### config.mk
export PLATFORM = sky130hd
export DESIGN_NAME = adc_mux_sched
export DESIGN_NICKNAME = d
export VERILOG_FILES = /design/src/rtl/adc_mux_pkg.sv /design/src/rtl/adc_mux_ws_edge.sv /design/src/rtl/adc_mux_sched.sv
export SDC_FILE = /design/constraint.sdc
export NUM_CORES = 1
export LEC_CHECK = 0
export ABC_AREA = 1
export CORE_MARGIN = 2
export CORE_UTILIZATION = 40
export CTS_BUF_LIST = sky130_fd_sc_hd__clkbuf_8 sky130_fd_sc_hd__clkbuf_16
export CTS_CLUSTER_DIAMETER = 60
export DETAILED_ROUTE_END_ITERATION = 10
export DONT_BUFFER_PORTS = 1
export SETUP_SLACK_MARGIN = 0.05
export SYNTH_ARGS = -nofsm -noshare
export SYNTH_HDL_FRONTEND = slang
export SYNTH_SLANG_ARGS = --single-unit
### constraint.sdc
create_clock -name sck -period 2.7 [get_ports sck]
set_input_delay 0.54 -clock sck [delete_from_list [all_inputs] [get_ports sck]]
set_output_delay 0.54 -clock sck [all_outputs]
set_load 0.005 [all_outputs]
### src/rtl/adc_mux_pkg.sv
// Shared types and widths for the ADC multiplexer scheduler.
package adc_mux_pkg;

  localparam int unsigned NUM_CH   = 8;
  localparam int unsigned SAMPLE_W = 24;
  localparam int unsigned WORD_W   = 32;
  localparam int unsigned AXIS_W   = 128;
  localparam int unsigned PTR_W    = $clog2(NUM_CH);
  localparam int unsigned HALF_CH  = NUM_CH / 2;

  typedef enum logic [1:0] {
    IDLE    = 2'd0,
    COLLECT = 2'd1,
    SEND0   = 2'd2,
    SEND1   = 2'd3
  } sched_state_t;

endpackage

### src/rtl/adc_mux_ws_edge.sv
// Word-select rising-edge detector: one history register, combinational pulse.
module adc_mux_ws_edge (
  input  logic sck,
  input  logic rst_n,
  input  logic ws,
  output logic rise_c
);

  logic ws_q;

  // History resets high so a ws already high out of reset is not seen as an edge.
  always_ff @(posedge sck or negedge rst_n) begin
    if (!rst_n) ws_q <= 1'b1;
    else        ws_q <= ws;
  end

  assign rise_c = ws & ~ws_q;

endmodule

### src/rtl/adc_mux_sched.sv
// Scans 8 ADC channels per ws frame and emits the samples as two 128-bit AXIS beats.
// Define ADC_MUX_SCHED_SIGNEXT_EN to sign-extend samples (zero-extended otherwise).
module adc_mux_sched
  import adc_mux_pkg::*;
#(
  parameter int unsigned CNT_W = 16
) (
  input  logic                       sck,
  input  logic                       rst_n,
  input  logic                       start,
  input  logic                       ws,
  input  logic [NUM_CH-1:0]          adc_valid,
  input  logic [NUM_CH*SAMPLE_W-1:0] adc_data,
  output logic [NUM_CH-1:0]          adc_ack,
  output logic [AXIS_W-1:0]          m_axis_tdata,
  output logic                       m_axis_tvalid,
  output logic                       m_axis_tlast,
  input  logic                       m_axis_tready,
  output logic [CNT_W-1:0]           frame_cnt,
  output logic [CNT_W-1:0]           drop_cnt
);

  sched_state_t                     state;
  logic [PTR_W-1:0]                 ptr;
  logic [NUM_CH-1:0]                got;
  logic [NUM_CH-1:0][WORD_W-1:0]    words;
  logic [NUM_CH-1:0][SAMPLE_W-1:0]  samples;
  logic [NUM_CH-1:0]                got_set_c;
  logic                             ws_rise_c;
  logic                             cap_c;
  logic                             full_c;
  logic                             drop_c;
  logic                             stop_c;

  adc_mux_ws_edge u_ws_edge (
    .sck    (sck),
    .rst_n  (rst_n),
    .ws     (ws),
    .rise_c (ws_rise_c)
  );

  function automatic logic [WORD_W-1:0] extend(input logic [SAMPLE_W-1:0] s);
`ifdef ADC_MUX_SCHED_SIGNEXT_EN
    return {{(WORD_W-SAMPLE_W){s[SAMPLE_W-1]}}, s};
`else
    return {{(WORD_W-SAMPLE_W){1'b0}}, s};
`endif
  endfunction

  assign samples   = adc_data;
  assign cap_c     = adc_valid[ptr] & ~got[ptr];
  assign got_set_c = NUM_CH'(cap_c) << ptr;
  // A capture completing the frame wins over a coincident ws edge.
  assign full_c    = &(got | got_set_c);
  assign drop_c    = ws_rise_c && (got != '0) && !full_c;
  assign stop_c    = !start && (got == '0);

  always_ff @(posedge sck or negedge rst_n) begin
    if (!rst_n) begin
      state         <= IDLE;
      ptr           <= '0;
      got           <= '0;
      words         <= '0;
      adc_ack       <= '0;
      m_axis_tdata  <= '0;
      m_axis_tvalid <= 1'b0;
      m_axis_tlast  <= 1'b0;
      frame_cnt     <= '0;
      drop_cnt      <= '0;
    end else begin
      adc_ack <= '0;
      case (state)
        IDLE: begin
          if (start && ws_rise_c) state <= COLLECT;
        end
        COLLECT: begin
          if (!drop_c) ptr <= ptr + PTR_W'(1);
          if (got == '1) begin
            state         <= SEND0;
            m_axis_tdata  <= words[HALF_CH-1:0];
            m_axis_tvalid <= 1'b1;
            m_axis_tlast  <= 1'b0;
          end else if (stop_c) begin
            state <= IDLE;
          end else if (drop_c) begin
            got <= '0;
            if (drop_cnt != '1) drop_cnt <= drop_cnt + CNT_W'(1);
          end else if (cap_c) begin
            words[ptr] <= extend(samples[ptr]);
            got        <= got | got_set_c;
            adc_ack    <= got_set_c;
          end
        end
        SEND0: begin
          if (m_axis_tready) begin
            state        <= SEND1;
            m_axis_tdata <= words[NUM_CH-1:HALF_CH];
            m_axis_tlast <= 1'b1;
          end
        end
        SEND1: begin
          if (m_axis_tready) begin
            state         <= start ? COLLECT : IDLE;
            m_axis_tvalid <= 1'b0;
            m_axis_tlast  <= 1'b0;
            got           <= '0;
            frame_cnt     <= frame_cnt + CNT_W'(1);
          end
        end
        default: state <= IDLE;
      endcase
    end
  end

endmodule

* After elaboration in Yosys (flattened, before gate mapping) *
Cells that the tools add are included.

storage, ports and cells
  flip-flop bits (word level) = 440
  input port bits = 205
  logic and storage cells = 104

operators by class
  add/subtract/negate cells = 3
  $lt $le $gt $ge = 2
  eq/ne operators = 13
  shift operators = 1
  multiplexer cells = 36
  bitwise gates (word level) = 8
  reductions and logical operators = 23

operator list
  cell                                                             count
  256-bit bitwise mux                                              1
  128-bit 2-to-1 mux                                               2
  128-bit one-hot mux with 2 select lines                          1
  32-bit demux with 3-bit select                                   1
  8-bit 2-to-1 mux                                                 10
  24-bit binary-select mux with 3-bit select                       1
  16-bit by 1-bit adder with 16-bit output, second input constant  2
  32-bit 2-to-1 mux                                                1
  24-bit 2-to-1 mux                                                1
  16-bit != test, second input constant                            1
  8-bit one-hot mux with 2 select lines                            1
  5-bit AND reduction                                              3
  2-bit != test, second input constant                             6
  2-bit 2-to-1 mux                                                 5
  8-bit == test, second input constant                             1
  8-bit logical NOT                                                1
  8-bit bitwise OR                                                 1
  2-bit one-hot mux with 4 select lines                            1
  4-bit AND reduction                                              2
  8-bit AND reduction                                              1
  8-bit nonzero test                                               1
  1-bit by 3-bit left shift with 8-bit output                      1
  1-bit 2-to-1 mux                                                 7
  1-bit binary-select mux with 3-bit select                        2
  other kinds (17)                                                 32

* Depth between registers and ports, before layout *
Gate-level depths: netlist (run 1).

  depth after elaboration = 13
  mapped depth = 19
  depth with buffers taken out = 17

* Hierarchy *
Synthesis (run 1) repeated with hierarchy kept, for this count alone.

unflattened totals
  cells, all modules = 1960
  area, all modules = 16180.5 µm²

modules (own cells, without submodules)
  module           times used  cells each  area each (µm²)  seq. area each (µm²)
  adc_mux_sched    1           1957        16144.2          8583.2
  adc_mux_ws_edge  1           3           36.3             26.3

* Least setup slack after synthesis (run 1) *
OpenSTA, ideal clock, no wires.

  kind = reg2reg
  from = reg ptr[1]
  to = reg words[32] in the netlist's numbering
  setup time = 0.121 ns
  arrival = 2.306 ns
  slack = 0.273 ns
  cell stages (with the launch flop) = 17
  buffers on the path = 4
  path through = dfrtp_1 > buf_2 > nor2_1 > nand2_1 > inv_1 > nand3_1 > nand2_1 > nand2_1 > nor2_1 > nand2_2 > nand2_4 > nand2_4 > buf_12 > buf_8 > buf_6 > o21ai_1 > nand2_1

on the way
  cells in the longest elaborated chain, start to end = 11
  elaborated cells between the ends (all ways) = 21
  those cells by class = order compare (2); shift (1); mux (9); bitwise (4); reduce/logical (5)

RTL lines
  element                                      line                 RTL
  start, declared                              adc_mux_sched.sv:24  logic [PTR_W-1:0] ptr;
  start signal, assigned                       adc_mux_sched.sv:77  if (!drop_c) ptr <= ptr + PTR_W'(1);
  1-bit binary-select mux with 3-bit select    adc_mux_sched.sv:51  assign cap_c = adc_valid[ptr] & ~got[ptr];
  1-bit 2-to-1 mux (not written as such)       adc_mux_sched.sv:51
  1-bit inverter                               adc_mux_sched.sv:51
  1-bit AND                                    adc_mux_sched.sv:51
  1-bit by 3-bit left shift with 8-bit output  adc_mux_sched.sv:52  assign got_set_c = NUM_CH'(cap_c) << ptr;
  8-bit bitwise OR                             adc_mux_sched.sv:54  assign full_c = &(got | got_set_c);
  8-bit AND reduction                          adc_mux_sched.sv:54
  1-bit logical NOT                            adc_mux_sched.sv:55  assign drop_c = ws_rise_c && (got != '0) && !full_c;
  1-bit logical AND                            adc_mux_sched.sv:55
  1-bit inverter (no source line)              --
  5-bit AND reduction (no source line)         --
  end signal, assigned by index                adc_mux_sched.sv:89  words[ptr] <= extend(samples[ptr]);
  end, declared                                adc_mux_sched.sv:26  logic [NUM_CH-1:0][WORD_W-1:0] words;

Several ways; a longest one is shown, not always the timed one. The select of a mux whose other input is x is not followed.
A chain may end at the register's enable or synchronous reset.

* Worst setup path in the final report (run 1) *
  from = reg ptr[1]
  to = reg words[20] in the netlist's numbering

The elaborated chain is that of the path after synthesis.

==> flow_summary_export.csv, run 1 <==
group,metric,value,unit
outcome,status,"finished with violations",
outcome,violations,"hold timing",
clocking,htreeDepth,2,
sta,rsz0062_at_grt,"no",
logic_synthesis,yosysWarnings,0,
logic_synthesis,syn_area,0.0162,mm^2
drt,drt_pre_antenna_iters,6,
placed_design,place.gp.congestion,0.944,
clocking,postCtsHoldBufs,1,
cells_and_area,syn_to_final_growth,15.0,%
floorplanning,die_y,206,um
placed_design,portBuffers,0,
clocking,numClockSinks,344,
global_route,grt_max_degree,345,
drt,avgRoutedWirePerCell,21.1,um
sta,finalSetupViolations,0,
drt,ant_nets,0,
floorplanning,num_io_pins,375,
hold_path,hold_class,"input pin to async pin",
floorplanning,dieArea,0.0422,mm^2
power,vdd_ir_drop_max,688,uV
cells_and_area,fillers,3834,
global_route,grt_usage,0.252,
drt,num_vias,13900,
sta,period_needed,2500,ps
sta,fin_skew,26.3,ps
power,leakagePower,0.00905,uW
power,power,22800,uW
logic_synthesis,synth_seq_cells,344,
sta,holdWs,-318,ps
global_route,antenna_found_initial,7,
clocking,numCtsBuffers,41,
critical_path,crit_type,"flip-flop to flip-flop",
critical_path,arrival,3000,ps
floorplanning,core_area,0.0399,mm^2
sta,max_freq,400,MHz
placed_design,hpwl,35000,um
cells_and_area,nets,2190,
clocking,root_buffer,"clkbuf_16",
drt,drcViolationCount,0,
clocking,cts_tree,"done",
floorplanning,start_util,0.407,
sta,hold_violations,340,
cells_and_area,seq_area,0.00861,mm^2
drt,avgViaCountPerCell,5.47,
critical_path,critPathCaptureType,"flip-flop",
job,maxCapViolations,0,
logic_synthesis,syn_avg_cell_area,8.36,um^2
drt,drt_wl_total,53700,um
cells_and_area,multi_input_area,0.00680,mm^2
sta,max-slew-margin-rel,0.116,
sta,fin_crit_sh,0.926,
clocking,clk_pin_slew,60,ps
logic_synthesis,seq_area_frac_synth,0.530,
floorplanning,fp-row-count,73,
critical_path,startpoint_type,"flip-flop",
global_route,grt-ovfl-total,0,
clocking,insertion_delay,560,ps
sta,worst_pin_slew,1330,ps
logic_synthesis,netlist_instances,1944,
critical_path,path_max_fanout,7,
cells_and_area,drive_above_1_share,0.103,
power,powerDensity,1220,mW/mm^2
drt,drt_iter0_markers,1306,
global_route,grt_pass1_wl,80900,um
clocking,ctsLongestPathBuffers,3,
sta,slew_violations,0,
critical_path,critPathRequiredTime,3200,ps
global_route,grt_pass1_vias,13300,
floorplanning,die_x,206,um
logic_synthesis,synth_cell_types,40,
## cell usage after synthesis (all sizes together)
| cell type | count | share of area |
|---|---|---|
| nand4 | 33 | 0.013 |
| a221oi | 19 | 0.010 |
| xnor2 | 8 | 0.0043 |
| conb | 1 | 0.00023 |
| dfstp | 1 | 0.0016 |
| clkinv | 1 | 0.00023 |
| xor2 | 18 | 0.0097 |
| a21oi | 8 | 0.0025 |
| nor3b | 1 | 0.00046 |
| o21ai | 207 | 0.064 |
| nor3 | 8 | 0.0028 |
| a22oi | 28 | 0.013 |
| a31oi | 96 | 0.037 |
| nor4 | 8 | 0.0031 |
| nand3b | 1 | 0.00046 |
| inv | 55 | 0.013 |
| ha | 3 | 0.0023 |
| nor2 | 137 | 0.040 |
| a22o | 21 | 0.011 |
| clkbuf | 80 | 0.018 |
| nand2 | 759 | 0.18 |
| dfrtp | 343 | 0.53 |
| buf | 68 | 0.033 |
| nand3 | 40 | 0.015 |
## placed cells by master, fill, tap and decap left out, types with 8 or more instances in the layout
cell type and instances:
inv_1 64, o21ai_0 127, xor2_1 18, a22oi_1 28
clkbuf_16 45, buf_4 77, a221oi_1 19, buf_12 17
nor2_8 8, dfrtp_1 341, a22o_1 21, o21ai_1 80
a31oi_1 96, nor4_1 8, a21oi_1 8, buf_6 9
clkbuf_8 8, nand3_1 34, nand2_1 751, conb_1 32
nor2_1 124, xnor2_1 8, nand4_1 33
## timing repair
| action | CTS | global route |
|---|---|---|
| cloned | 1 | 7 |
| setup buffers | 0 | 14 |
| resized for setup | 4 | 16 |
| pin swaps | 1 | 8 |
| hold endpoints to repair | 345 | 343 |
| endpoints found under the setup margin | 159 | 201 |
## per-layer routing
metal | part of all wire | track usage | up-vias
met2 | 0.44 | 0.370 | 563
met5 | 0.00097 | 0.0119 | -
met1 | 0.43 | 0.351 | 6748
met4 | 0.021 | 0.0689 | 8
li1 | - | - | 6482
met3 | 0.11 | 0.0919 | 95
## power breakdown
part,switching (uW),internal [uW],leakage (uW),total [uW]
clock network,2180,3030,0.000687,5220
logic,6020,2780,0.00393,8800
registers,1600,7130,0.00443,8730
total,9800,12900,0.00905,22800
## registers in the layout (all words and copies together), names as in the netlist, named ones only
register        flops
adc_ack             8
state               1
u_ws_edge.ws_q      1
got                 8
words             192
frame_cnt          16
drop_cnt           16
m_axis_tlast        1
m_axis_tvalid       1
m_axis_tdata       96
ptr                 3
## stage by stage
step / std cells / worst slack [ps] / setup TNS (ps) / util / instance area, um^2
after detailed placement: 2441 / -73.5 / -3280 / 0.428 / 17100
after floorplan: 1975 / 273 / 0 / - / 16400
after CTS: 2516 / 52.6 / 0 / 0.460 / 18400
final: 2541 / 200 / 0 / 0.468 / 18700
after global placement: 2441 / 20.9 / 0 / 0.428 / 17100
after global routing: 2540 / 50.3 / 0 / 0.468 / 18700
## kinds of logic (layout without fill, tap and decap cells)
| logic type | after synthesis | after routing | share of synthesized area |
|---|---|---|---|
| buffers and inverters | 204 | 237 | 0.0647 |
| AOI/OAI and AO/OA | 379 | 379 | 0.138 |
| adders and majority gates | 3 | 3 | 0.00231 |
| and+or+nand+nor | 987 | 991 | 0.251 |
| other | 1 | 36 | 0.000231 |
| DFF | 344 | 344 | 0.530 |
| xor gates and xnor gates | 26 | 26 | 0.0140 |
## final timing paths
check                         startpoint                to  slack [ps]  depth (start not counted)
hold reg to reg                words[87]         words[87]         480                          2
setup / recovery                  ptr[1]         words[20]         200                         18
max in group asynchronous          rst_n            ptr[1]        1860                          0
setup reg to reg                  ptr[1]         words[20]         200                         18
min in group sck           m_axis_tready      m_axis_tlast         200                          2
hold / removal                     rst_n  m_axis_tdata[78]        -320                          0
## cell type report
type,instances,share of cell area
clock inverters,23,0.00623
multi-input cells,1431,0.364
diodes,4,0.000536
clock buffers,50,0.0622
well taps,525,0.0352
flip-flops and latches,344,0.461
repair buffers,108,0.0594
inverters,56,0.0115
## worst max-delay path, cell delays in order, from the launching register on
cell and delay, ps:
dfrtp_2 440, buf_2 170, nand4_1 90, nand2_1 60
inv_1 60, nand2_2 80, nor2_4 190, nand3_1 90
nand2_1 90, nand2_1 80, nor2_2 120, nand2_2 80
nand2_4 130, nand2_8 120, buf_6 150, nor2_8 180
clkbuf_16 180, nand2_1 60, nand2_1 70
No activity file was read; power rests on OpenSTA's default activity.
==> inputs of run 2 (changes only) <==
--- a/config.mk
+++ b/config.mk
@@ -6,13 +6,13 @@
 export NUM_CORES = 1
 export LEC_CHECK = 0
 export ABC_AREA = 1
-export CORE_MARGIN = 2
 export CORE_UTILIZATION = 40
 export CTS_BUF_LIST = sky130_fd_sc_hd__clkbuf_8 sky130_fd_sc_hd__clkbuf_16
 export CTS_CLUSTER_DIAMETER = 60
 export DETAILED_ROUTE_END_ITERATION = 10
 export DONT_BUFFER_PORTS = 1
 export SETUP_SLACK_MARGIN = 0.05
+export SLEW_MARGIN = 10
 export SYNTH_ARGS = -nofsm -noshare
 export SYNTH_HDL_FRONTEND = slang
 export SYNTH_SLANG_ARGS = --single-unit
==> run 2 against run 1 <==
Against the previous run: the run still ends with hold timing left; non-clock buffer count up 2; final cell count about the same; die area fell by 1.9%; via count fell by 0.42%; routed wire length shrank 1.1%; critical path depth increased by 1; clock skew is 3.7 ps lower; critical path type unchanged; critical endpoint is now words[6]; largest cell class unchanged; largest power group unchanged; highest routed layer unchanged.
==> flow_summary_export.csv, run 2 (same netlist as run 1, synthesis figures left out) <==
group,metric,value,unit
clocking,insertion_delay,570,ps
sta,holdWs,-332,ps
sta,period_needed,2580,ps
power,switching_share,0.423,
power,pwr-share-seq,0.377,
cells_and_area,largest-register,"words",
cells_and_area,drive_above_1_share,0.110,
critical_path,startpoint_type,"flip-flop",
cells_and_area,layout_commonest_cell,"nand2_1",
sta,rsz0062_at_grt,"yes",
cells_and_area,top_regs,"words (192), m_axis_tdata (96)",
drt,num_vias,13800,
outcome,violations,"hold timing",
drt,ant_nets,0,
critical_path,arrival,3080,ps
power,power.switching,9830,uW
global_route,grt-ovfl-total,0,
placed_design,portBuffers,0,
critical_path,crit_type,"flip-flop to flip-flop",
clocking,postCtsHoldBufs,1,
clocking,ctsLongestPathBuffers,3,
drt,avgRoutedWirePerCell,20.9,um
placed_design,hpwl,34700,um
sta,slew_violations,0,
drt,avgViaCountPerCell,5.44,
power,power,23200,uW
drt,drt_iter0_markers,1335,
floorplanning,die_y,204,um
power,vdd_ir_drop_max,626,uV
clocking,clk_pin_slew,60,ps
floorplanning,start_util,0.407,
drt,drcViolationCount,0,
hold_path,hold_class,"input pin to async pin",
clocking,htreeDepth,2,
critical_path,critPathCaptureType,"flip-flop",
sta,fin_skew,22.6,ps
floorplanning,num_io_pins,375,
cells_and_area,final_cell_mix,"nand2_1, dfrtp_1, o21ai_0",
power,leakagePower,0.00913,uW
clocking,numCtsBuffers,41,
sta,postLayoutSetupSlackWorst,120,ps
floorplanning,die_x,204,um
drt,drt_wl_total,53100,um
job,maxCapViolations,0,
critical_path,worstRegToRegCells,19,
floorplanning,dieArea,0.0414,mm^2
sta,hold_violations,343,
cells_and_area,largest_reg_flops,192,
critical_path,critPathRequiredTime,3200,ps
clocking,root_buffer,"clkbuf_16",
global_route,grt_max_degree,345,
power,p_int,13400,uW
floorplanning,fp-row-count,73,
sta,max-slew-margin-rel,0.242,
power,powerDensity,1230,mW/mm^2
global_route,antenna_found_initial,7,
sta,worst_pin_slew,1140,ps
drt,drt_pre_antenna_iters,10,
critical_path,r2r_end,"words[6]",
floorplanning,core_area,0.0399,mm^2
cells_and_area,final-instance-count-excl-fill,2543,
placed_design,pre_cts_slack,-1.13,ps
critical_path,path_max_fanout,6,
global_route,grt_pass1_vias,13200,
sta,finalSetupViolations,0,
global_route,grt_pass1_wl,79500,um
sta,max_freq,388,MHz
placed_design,place.gp.congestion,1.12,
power,power_frac_comb,0.384,
clocking,numClockSinks,344,
clocking,cts_tree,"done",
critical_path,worstReg2RegStart,"ptr[2]",
global_route,grt_usage,0.252,
power,p_clk_frac,0.239,
critical_path,rrSetupSlack,120,ps
sta,fin_crit_sh,0.956,
placed_design,numPlacedInstances,2442,
outcome,status,"finished with violations",
cells_and_area,nets,2190,
cells_and_area,syn_to_final_growth,16.5,%
run 2: changes by cell type in the layout (fill, tap and decap cells not counted), sizes merged:
cell	change
clkbuf	+5
clkinvlp	+1
bufinv	+1
nor2	-2
buf	+2
clkinv	+1
inv	-6
run 2: worst max-delay path by stage:
stage / slack [ps] / startpoint / endpoint
after global routing: -10 / ptr[2] / words[9]
after global placement: 40 / ptr[1] / words[78]
final: 120 / ptr[2] / words[6]
after floorplan: 270 / ptr[1] / words[32]
after CTS: 50 / ptr[0] / words[78]
after detailed placement: -1 / ptr[1] / words[78]
run 2: critical path, stage by stage (launching register included):
cell	delay (ps)
dfrtp_2	440
buf_4	150
nand3_4	100
inv_4	40
nand2_1	70
nand3_2	90
nor2_4	140
buf_6	130
nand3_1	60
nand2_1	110
nand2_1	60
nor2_2	120
nand2_2	110
nand2_8	130
nand2_8	120
buf_6	160
nor2_8	180
clkbuf_16	190
nand2_1	50
nand2_1	70
run 2: timing repair:
item | in CTS | in global routing
cloned | 0 | 6
setup buffers | 0 | 15
setup endpoints to repair | 118 | 205
hold endpoints to repair | 345 | 343
pin swaps | 0 | 20
gates resized for setup | 1 | 29
run 2: layout make-up:
type	count	area, um^2
fillers	3777	21000
flip-flops and latches	344	8610
well taps	525	657
inverters	56	218
diodes	4	10.0
clock inverters	20	161
multi-input cells	1429	6800
clock buffers	55	1230
repair buffers	110	1230
run 2: power by group through the flow:
stage	Sequential, uW	Clock, uW	Combinational, uW
finish	8760	5570	8920
CTS	8790	5690	8450
global route	9020	5890	9760
detailed placement	8870	0	8420
floorplan	8140	0	5040
global placement	8820	0	8280
run 2: stage by stage:
step                hold WS (ps)  setup TNS (ps)   util  cell area, um^2
finish                      -332               0  0.474            18900
global route                -352           -18.0  0.474            18900
CTS                         -350               0  0.466            18600
detailed placement           258           -1.13  0.431            17200
global placement             255               0  0.431            17200
floorplan                    244               0      -            16400
run 2: per-layer routing:
| metal | global-route usage | share of wire |
|---|---|---|
| met1 | 0.343 | 0.43 |
| met2 | 0.370 | 0.44 |
| met3 | 0.0932 | 0.097 |
| met4 | 0.0822 | 0.027 |
| met5 | 0 | 0.0032 |
